### config.mk
export PLATFORM = sky130hd
export DESIGN_NAME = fetch_queue_flat
export DESIGN_NICKNAME = d
export VERILOG_FILES = /design/src/rtl/fetch_pkg.sv /design/src/rtl/fetch_queue_if.sv /design/src/rtl/fetch_fifo.sv /design/src/rtl/fetch_queue.sv /design/src/flat_wrapper.sv
export SDC_FILE = /design/constraint.sdc
export NUM_CORES = 1
export LEC_CHECK = 0
export BUFFER_PORTS_ARGS = -buffer_cell sky130_fd_sc_hd__buf_2
export CORE_UTILIZATION = 54
export DETAILED_ROUTE_END_ITERATION = 12
export GPL_TIMING_DRIVEN = 0
export HOLD_SLACK_MARGIN = 0.03
export PLACE_DENSITY = 0.77
export SLEW_MARGIN = 20
export SYNTH_ARGS = -nofsm -noshare
export SYNTH_HDL_FRONTEND = slang
export SYNTH_HIERARCHICAL = 1
export SYNTH_SLANG_ARGS = --single-unit
### constraint.sdc
create_clock -name clk -period 5.98 [get_ports clk]
set_input_delay 1.794 -clock clk [delete_from_list [all_inputs] [get_ports clk]]
set_output_delay 1.794 -clock clk [all_outputs]
set_load 0.1 [all_outputs]
### src/rtl/fetch_pkg.sv
// Shared types and defaults for the instruction-fetch front end.
package fetch_pkg;

   typedef struct packed {
      logic [31:0] ins;
      logic [31:0] npc;
   } fetch_entry_t;

   localparam logic [31:0] RESET_PC_DEFAULT    = 32'h0000_0000;
   localparam int unsigned FETCH_DEPTH_DEFAULT = 4;

endpackage

### src/rtl/fetch_queue_if.sv
// Instruction-memory port and decode-side valid/ready port of the fetch queue.
interface fetch_queue_if;

   logic        imem_req;
   logic [7:0]  imem_addr;
   logic [31:0] imem_rdata;
   logic        out_valid;
   logic        out_ready;
   logic [31:0] out_ins;
   logic [31:0] out_npc;

   modport master (
      output imem_req, imem_addr, out_valid, out_ins, out_npc,
      input  imem_rdata, out_ready
   );

   modport slave (
      input  imem_req, imem_addr, out_valid, out_ins, out_npc,
      output imem_rdata, out_ready
   );

endinterface

### src/rtl/fetch_fifo.sv
// Synchronous FIFO of fetch entries with flush; wrap-around pointers plus occupancy count.
module fetch_fifo
   import fetch_pkg::*;
#(
   parameter  int unsigned DEPTH = FETCH_DEPTH_DEFAULT,
   localparam int unsigned AW    = $clog2(DEPTH),
   localparam int unsigned CW    = $clog2(DEPTH + 1)
) (
   input  logic          clk,
   input  logic          rst,
   input  logic          push,
   input  fetch_entry_t  din,
   input  logic          pop,
   input  logic          flush,
   output fetch_entry_t  dout,
   output logic [CW-1:0] count
);

   fetch_entry_t  mem [DEPTH];
   logic [AW-1:0] rd_ptr;
   logic [AW-1:0] wr_ptr;

   // Storage is cleared on reset so the head reads as zero until the first push.
   always_ff @(posedge clk) begin
      if (rst) begin
         rd_ptr <= '0;
         wr_ptr <= '0;
         count  <= '0;
         for (int i = 0; i < int'(DEPTH); i++) mem[i] <= '0;
      end else if (flush) begin
         rd_ptr <= '0;
         wr_ptr <= '0;
         count  <= '0;
      end else begin
         if (push) begin
            mem[wr_ptr] <= din;
            wr_ptr      <= wr_ptr + AW'(1);
         end
         if (pop) rd_ptr <= rd_ptr + AW'(1);
         case ({push, pop})
            2'b10:   count <= count + CW'(1);
            2'b01:   count <= count - CW'(1);
            default: ;
         endcase
      end
   end

   assign dout = mem[rd_ptr];

endmodule

### src/rtl/fetch_queue.sv
// Fetch front end: PC, credit-based request issue, redirect flush, buffered output to decode.
// FETCH_BYPASS_EN: a response arriving into an empty queue drives the outputs the same cycle.
module fetch_queue
   import fetch_pkg::*;
#(
   parameter int unsigned DEPTH    = FETCH_DEPTH_DEFAULT,
   parameter logic [31:0] RESET_PC = RESET_PC_DEFAULT
) (
   input  logic          clk,
   input  logic          rst,
   input  logic          redirect,
   input  logic [31:0]   redirect_pc,
   input  logic          halt,
   fetch_queue_if.master bus
);

   localparam int unsigned CW = $clog2(DEPTH + 1);

   logic [31:0]   fpc;
   logic [31:0]   issued_npc;
   logic          inflight;
   logic          kill;
   logic [CW-1:0] count;
   logic [CW:0]   occ;
   logic          issue;
   logic          pop;
   logic          resp_ok;
   logic          fifo_push;
   logic          fifo_pop;
   logic [1:0]    unused_pc_lsb;
   fetch_entry_t  resp;
   fetch_entry_t  head;

   assign unused_pc_lsb = redirect_pc[1:0];

   assign resp    = '{ins: bus.imem_rdata, npc: issued_npc};
   assign resp_ok = inflight && !kill && !redirect && !rst;

`ifdef FETCH_BYPASS_EN
   logic bypass;

   assign bypass        = (count == '0) && resp_ok;
   assign bus.out_valid = ((count != '0) && !redirect) || bypass;
   assign bus.out_ins   = bypass ? resp.ins : head.ins;
   assign bus.out_npc   = bypass ? resp.npc : head.npc;
   assign fifo_push     = resp_ok && !(bypass && bus.out_ready);
`else
   assign bus.out_valid = (count != '0) && !redirect;
   assign bus.out_ins   = head.ins;
   assign bus.out_npc   = head.npc;
   assign fifo_push     = resp_ok;
`endif

   assign pop      = bus.out_valid && bus.out_ready;
   assign fifo_pop = (count != '0) && bus.out_ready && !redirect;

   // Credit: entries held next cycle must leave room for the response of a new request.
   assign occ   = (CW+1)'(count) + (CW+1)'(inflight) - (CW+1)'(pop);
   assign issue = !rst && !redirect && !halt && (occ < (CW+1)'(DEPTH));

   assign bus.imem_req  = issue;
   assign bus.imem_addr = fpc[9:2];

   always_ff @(posedge clk) begin
      if (rst) begin
         fpc        <= RESET_PC;
         issued_npc <= '0;
         inflight   <= 1'b0;
         kill       <= 1'b0;
      end else begin
         inflight <= issue;
         kill     <= redirect && inflight;
         if (redirect) begin
            fpc <= {redirect_pc[31:2], 2'b00};
         end else if (issue) begin
            fpc        <= fpc + 32'd4;
            issued_npc <= fpc + 32'd4;
         end
      end
   end

   fetch_fifo #(.DEPTH(DEPTH)) u_fifo (
      .clk   (clk),
      .rst   (rst),
      .push  (fifo_push),
      .din   (resp),
      .pop   (fifo_pop),
      .flush (redirect),
      .dout  (head),
      .count (count)
   );

endmodule

### src/flat_wrapper.sv
// flat-port wrapper written by rule: the top's interface ports become plain ports
module fetch_queue_flat import fetch_pkg::*;
#(
   parameter int unsigned DEPTH    = FETCH_DEPTH_DEFAULT,
   parameter logic [31:0] RESET_PC = RESET_PC_DEFAULT
)
  (clk, rst, redirect, redirect_pc, halt, bus_imem_req, bus_imem_addr, bus_out_valid, bus_out_ins, bus_out_npc, bus_imem_rdata, bus_out_ready);
  fetch_queue_if bus_i ();
  input  logic clk;
  input  logic rst;
  input  logic redirect;
  input  logic [31:0] redirect_pc;
  input  logic halt;
  output wire logic [$bits(bus_i.imem_req)-1:0] bus_imem_req;
  output wire logic [$bits(bus_i.imem_addr)-1:0] bus_imem_addr;
  output wire logic [$bits(bus_i.out_valid)-1:0] bus_out_valid;
  output wire logic [$bits(bus_i.out_ins)-1:0] bus_out_ins;
  output wire logic [$bits(bus_i.out_npc)-1:0] bus_out_npc;
  input wire logic [$bits(bus_i.imem_rdata)-1:0] bus_imem_rdata;
  input wire logic [$bits(bus_i.out_ready)-1:0] bus_out_ready;
  assign bus_imem_req = bus_i.imem_req;
  assign bus_imem_addr = bus_i.imem_addr;
  assign bus_out_valid = bus_i.out_valid;
  assign bus_out_ins = bus_i.out_ins;
  assign bus_out_npc = bus_i.out_npc;
  assign bus_i.imem_rdata = bus_imem_rdata;
  assign bus_i.out_ready = bus_out_ready;
  fetch_queue #(.DEPTH(DEPTH), .RESET_PC(RESET_PC)) u_core (.clk(clk), .rst(rst), .redirect(redirect), .redirect_pc(redirect_pc), .halt(halt), .bus(bus_i));
endmodule
==> flow_summary.rst <==
.. list-table::
   :header-rows: 1

   * - Metric
     - Value
   * - Sequential-to-total area share from yosys stat
     - 62.1%
   * - Number of global-route vias before repair
     - 9679
   * - Die height
     - 167 µm
   * - Cell type contributing the most total cell area after synthesis
     - edfxtp_1
   * - Slew at the pin closest to its max-slew limit
     - 0.625 ns
   * - Final period utilization
     - 98.1%
   * - TritonCTS Buffers
     - 34
   * - Area growth from synthesis to final layout
     - 16.6%
   * - Drt pass-1 iters
     - 5
   * - Clock tree buffer depth
     - 3
   * - Sinks on Clock Net
     - 327
   * - Net switching share of the total power
     - 24.3%
   * - Synthesized cell area
     - 14700 µm²
   * - Cell at the slowest stage of the critical path
     - or4_4
   * - Fin Setup TNS
     - 0 ns
   * - Critical path data required time
     - 4.19 ns
   * - Placer congestion estimate
     - 0.872
   * - Post-CTS Hold Fix Bufs
     - 0
   * - Multi-input combinational cell area
     - 4990 µm²
   * - Nets
     - 1400
   * - Number of DRC violations after detailed routing
     - 0
   * - Clock power share
     - 39.9%
   * - Average wire per standard cell
     - 19.8 µm
   * - Psw
     - 1220 µW
   * - Iteration-0 DRC count of the detailed router
     - 663
   * - Distinct cells, synth
     - 57
   * - Antenna-violating nets left
     - 0
   * - Fraction of power consumed by sequential logic
     - 51.3%
   * - Overall track demand over capacity in global routing
     - 24.3%
   * - Launch point of the worst hold path
     - u_core/issued_npc[22]
   * - Post-Route WL
     - 33300 µm
   * - Cell breakdown of the critical path
     - buf_2, clkbuf_8, a31oi_4, and2_1, ha_1, inv_1, ha_1, and3b_1, or4_4, nand2_8, buf_12, buf_16
   * - Post-CTS clock slew at the launch and capture registers of the worst setup and hold paths
     - 0.06 ns
   * - Filler cell count
     - 1881
   * - Proportion of layout cells with a drive suffix above 1
     - 25.3%
   * - Yosys top cell area share
     - 52.4%
   * - Die Outline Area
     - 27800 µm²
   * - Fin Clk Skew
     - 0.0236 ns
   * - Starting density of the core
     - 55.7%
   * - TritonCTS clock tree
     - built
   * - Vias/cell
     - 5.74
   * - Worst-case hold slack
     - 0.490 ns
   * - Most instantiated library cell after synthesis
     - nor2_1
   * - Kind of start point of the critical path
     - primary input
   * - Top fanout value on the critical path
     - 10
   * - Number of hold violations in the final report
     - 0
   * - Peak supply drop
     - 0.198 mV
   * - Average footprint of a synthesized cell
     - 12.9 µm²
   * - Number of top-level pins
     - 143
   * - Endpoint arrival time on the critical path
     - 4.07 ns
   * - Critical path launch point
     - redirect
   * - Max-Slew Margin vs Limit
     - 58.3%
   * - Horiz. Die Dim
     - 167 µm
   * - Final number of setup-violating endpoints
     - 0
   * - Cells taking the most area after synthesis
     - edfxtp_1, dfxtp_1, mux4_2
   * - Reg-to-Reg Start
     - u_core/u_fifo/count[1]
   * - Residual overflow from global routing
     - 0
   * - Global-route wire length before repair
     - 52100 µm
   * - F_max
     - 170 MHz
   * - Power per cell area
     - 293 nW/µm²
   * - Diode count
     - 0
   * - Number of buffers added on ports
     - 140
   * - Hold crit path type
     - reg -> reg
   * - RSZ-0062 raised after global routing
     - false
   * - Core Footprint
     - 26400 µm²
   * - Number of enable flip-flop cells after synthesis
     - 256
   * - Pleak
     - 0.00598 µW
   * - Count of state elements after synthesis
     - 327
   * - Most used DFF post-synth
     - edfxtp_1
   * - Root buffer cell
     - clkbuf_16
   * - Worst path max stage delay
     - 0.58 ns
   * - Category of the critical setup timing path
     - in -> out
   * - Later-pin clock latency in the skew report
     - 0.52 ns
   * - Pin count of the biggest net entering global routing
     - 51
   * - Result of the run
     - finished, final reports clean
   * - Number of rows created at floorplan
     - 59
   * - Top cell by count, worst path
     - ha_1
   * - Fraction of power consumed by combinational cells
     - 8.8%
   * - Leading cell types by count after synthesis
     - nor2_1, edfxtp_1, dfxtp_1
   * - Antenna violations before repair
     - 0
   * - Count of H-tree levels built during CTS
     - 2
   * - Total internal power
     - 3800 µW
   * - Syn Inst Count
     - 1140
   * - Detail Placement HPWL
     - 21900 µm
   * - Synth warnings
     - 6
   * - Number of max-capacitance violations reported
     - 0
   * - Number of pins exceeding their max-slew limit in the final report
     - 0
   * - Final critical delay including setup and external delays
     - 5.87 ns
   * - Share of flip-flops with an asynchronous set or reset
     - 0%
   * - Register Area
     - 9110 µm²
   * - Sort of element at the end of the critical path
     - primary output
   * - Vias
     - 9667
==> area by class of cell <==
class | count | area share, %
sequential | 327 | 53.2
multi-input combinational | 709 | 29.2
clock buffer | 42 | 5.40
timing repair buffer | 149 | 5.00
buffer | 87 | 3.56
tap | 335 | 2.45
clock inverter | 19 | 0.819
inverter | 17 | 0.373
==> power groups by stage <==
| stage | Clock (µW) | Sequential [µW] | Combinational (µW) |
|---|---|---|---|
| CTS | 2030 | 2570 | 441 |
| finish | 2000 | 2580 | 442 |
| global route | 2120 | 2580 | 465 |
| global placement | 0 | 2630 | 423 |
| floorplan | 0 | 2610 | 329 |
| detailed placement | 0 | 2620 | 437 |
==> path summary, 6_finish.rpt <==
kind	cells past startpoint	slack [ns]	to
setup / recovery	12	0.11	bus_imem_req
hold / removal	2	0.49	u_core/issued_npc[22]
setup reg to reg	12	2.70	u_core/fpc[6]
hold reg to reg	2	0.49	u_core/issued_npc[22]
==> worst max-delay path, delay by kind of cell <==
kind / cells / cell delay, ns
adder cells (fa/ha/maj): 2 / 0.38
AND/OR/NAND/NOR: 4 / 1.07
buffers and inverters: 5 / 0.66
AO/OA/AOI/OAI: 1 / 0.16
==> through the flow <==
step / worst slack (ns) / instances / cell area [µm²] / util, % / power [µW]
2_1_floorplan: -0.0748 / 1141 / 14700 / - / 2940
3_3_place_gp: -0.195 / 1616 / 15900 / 60.2 / 3050
3_5_place_dp: -0.202 / 1620 / 16000 / 60.7 / 3060
4_1_cts: 0.0166 / 1683 / 17100 / 64.8 / 5040
5_1_grt: 0.0236 / 1685 / 17100 / 64.9 / 5170
6_report: 0.112 / 1685 / 17100 / 64.9 / 5020
==> per-layer routing <==
layer	part of all wire, %	GRT usage [%]	vias to the layer above
li1	-	-	4474
met1	40	31.7	4741
met2	50	41.3	390
met3	6.4	3.90	62
met4	2.9	8.29	0
met5	0	0	-
==> flip-flops by register name (all words and copies together) (netlist names), named ones only <==
signal and count:
u_core/u_fifo/mem 256, u_core/kill 1, u_core/u_fifo/wr_ptr 2, u_core/u_fifo/count 3, u_core/fpc 30, u_core/inflight 1, u_core/u_fifo/rd_ptr 2, u_core/issued_npc 30
==> cells in the final DEF, fill, tap and decap left out, types with 15 or more instances in the layout <==
cell       count
clkbuf_1      31
nand2_1       25
dfxtp_1       71
a211oi_1      45
xnor2_1       39
nor2_1       311
nand3_1       15
buf_4         21
nand2b_1      65
mux4_2        60
edfxtp_1     256
inv_1         17
buf_2        163
clkbuf_16     36
==> cell families after synthesis <==
| kind of cell | count (synthesis) | synth area share, % |
|---|---|---|
| DFF | 327 | 62.1 |
| adders and majority gates | 6 | 0.563 |
| buffers and inverters | 105 | 4.44 |
| other | 1 | 0.0255 |
| and+or+nand+nor | 480 | 14.7 |
| xor gates and xnor gates | 49 | 2.92 |
| muxes | 65 | 9.99 |
| AOI/OAI and AO/OA | 107 | 5.29 |
==> timing repair <==
item                                    CTS  global route
setup buffers                             2             3
hold endpoints to repair                  0             0
pin swaps                                 1             2
endpoints found under the setup margin    1             1
gates resized for setup                   2             4
Note: power is estimated with default switching activity, not from simulation.
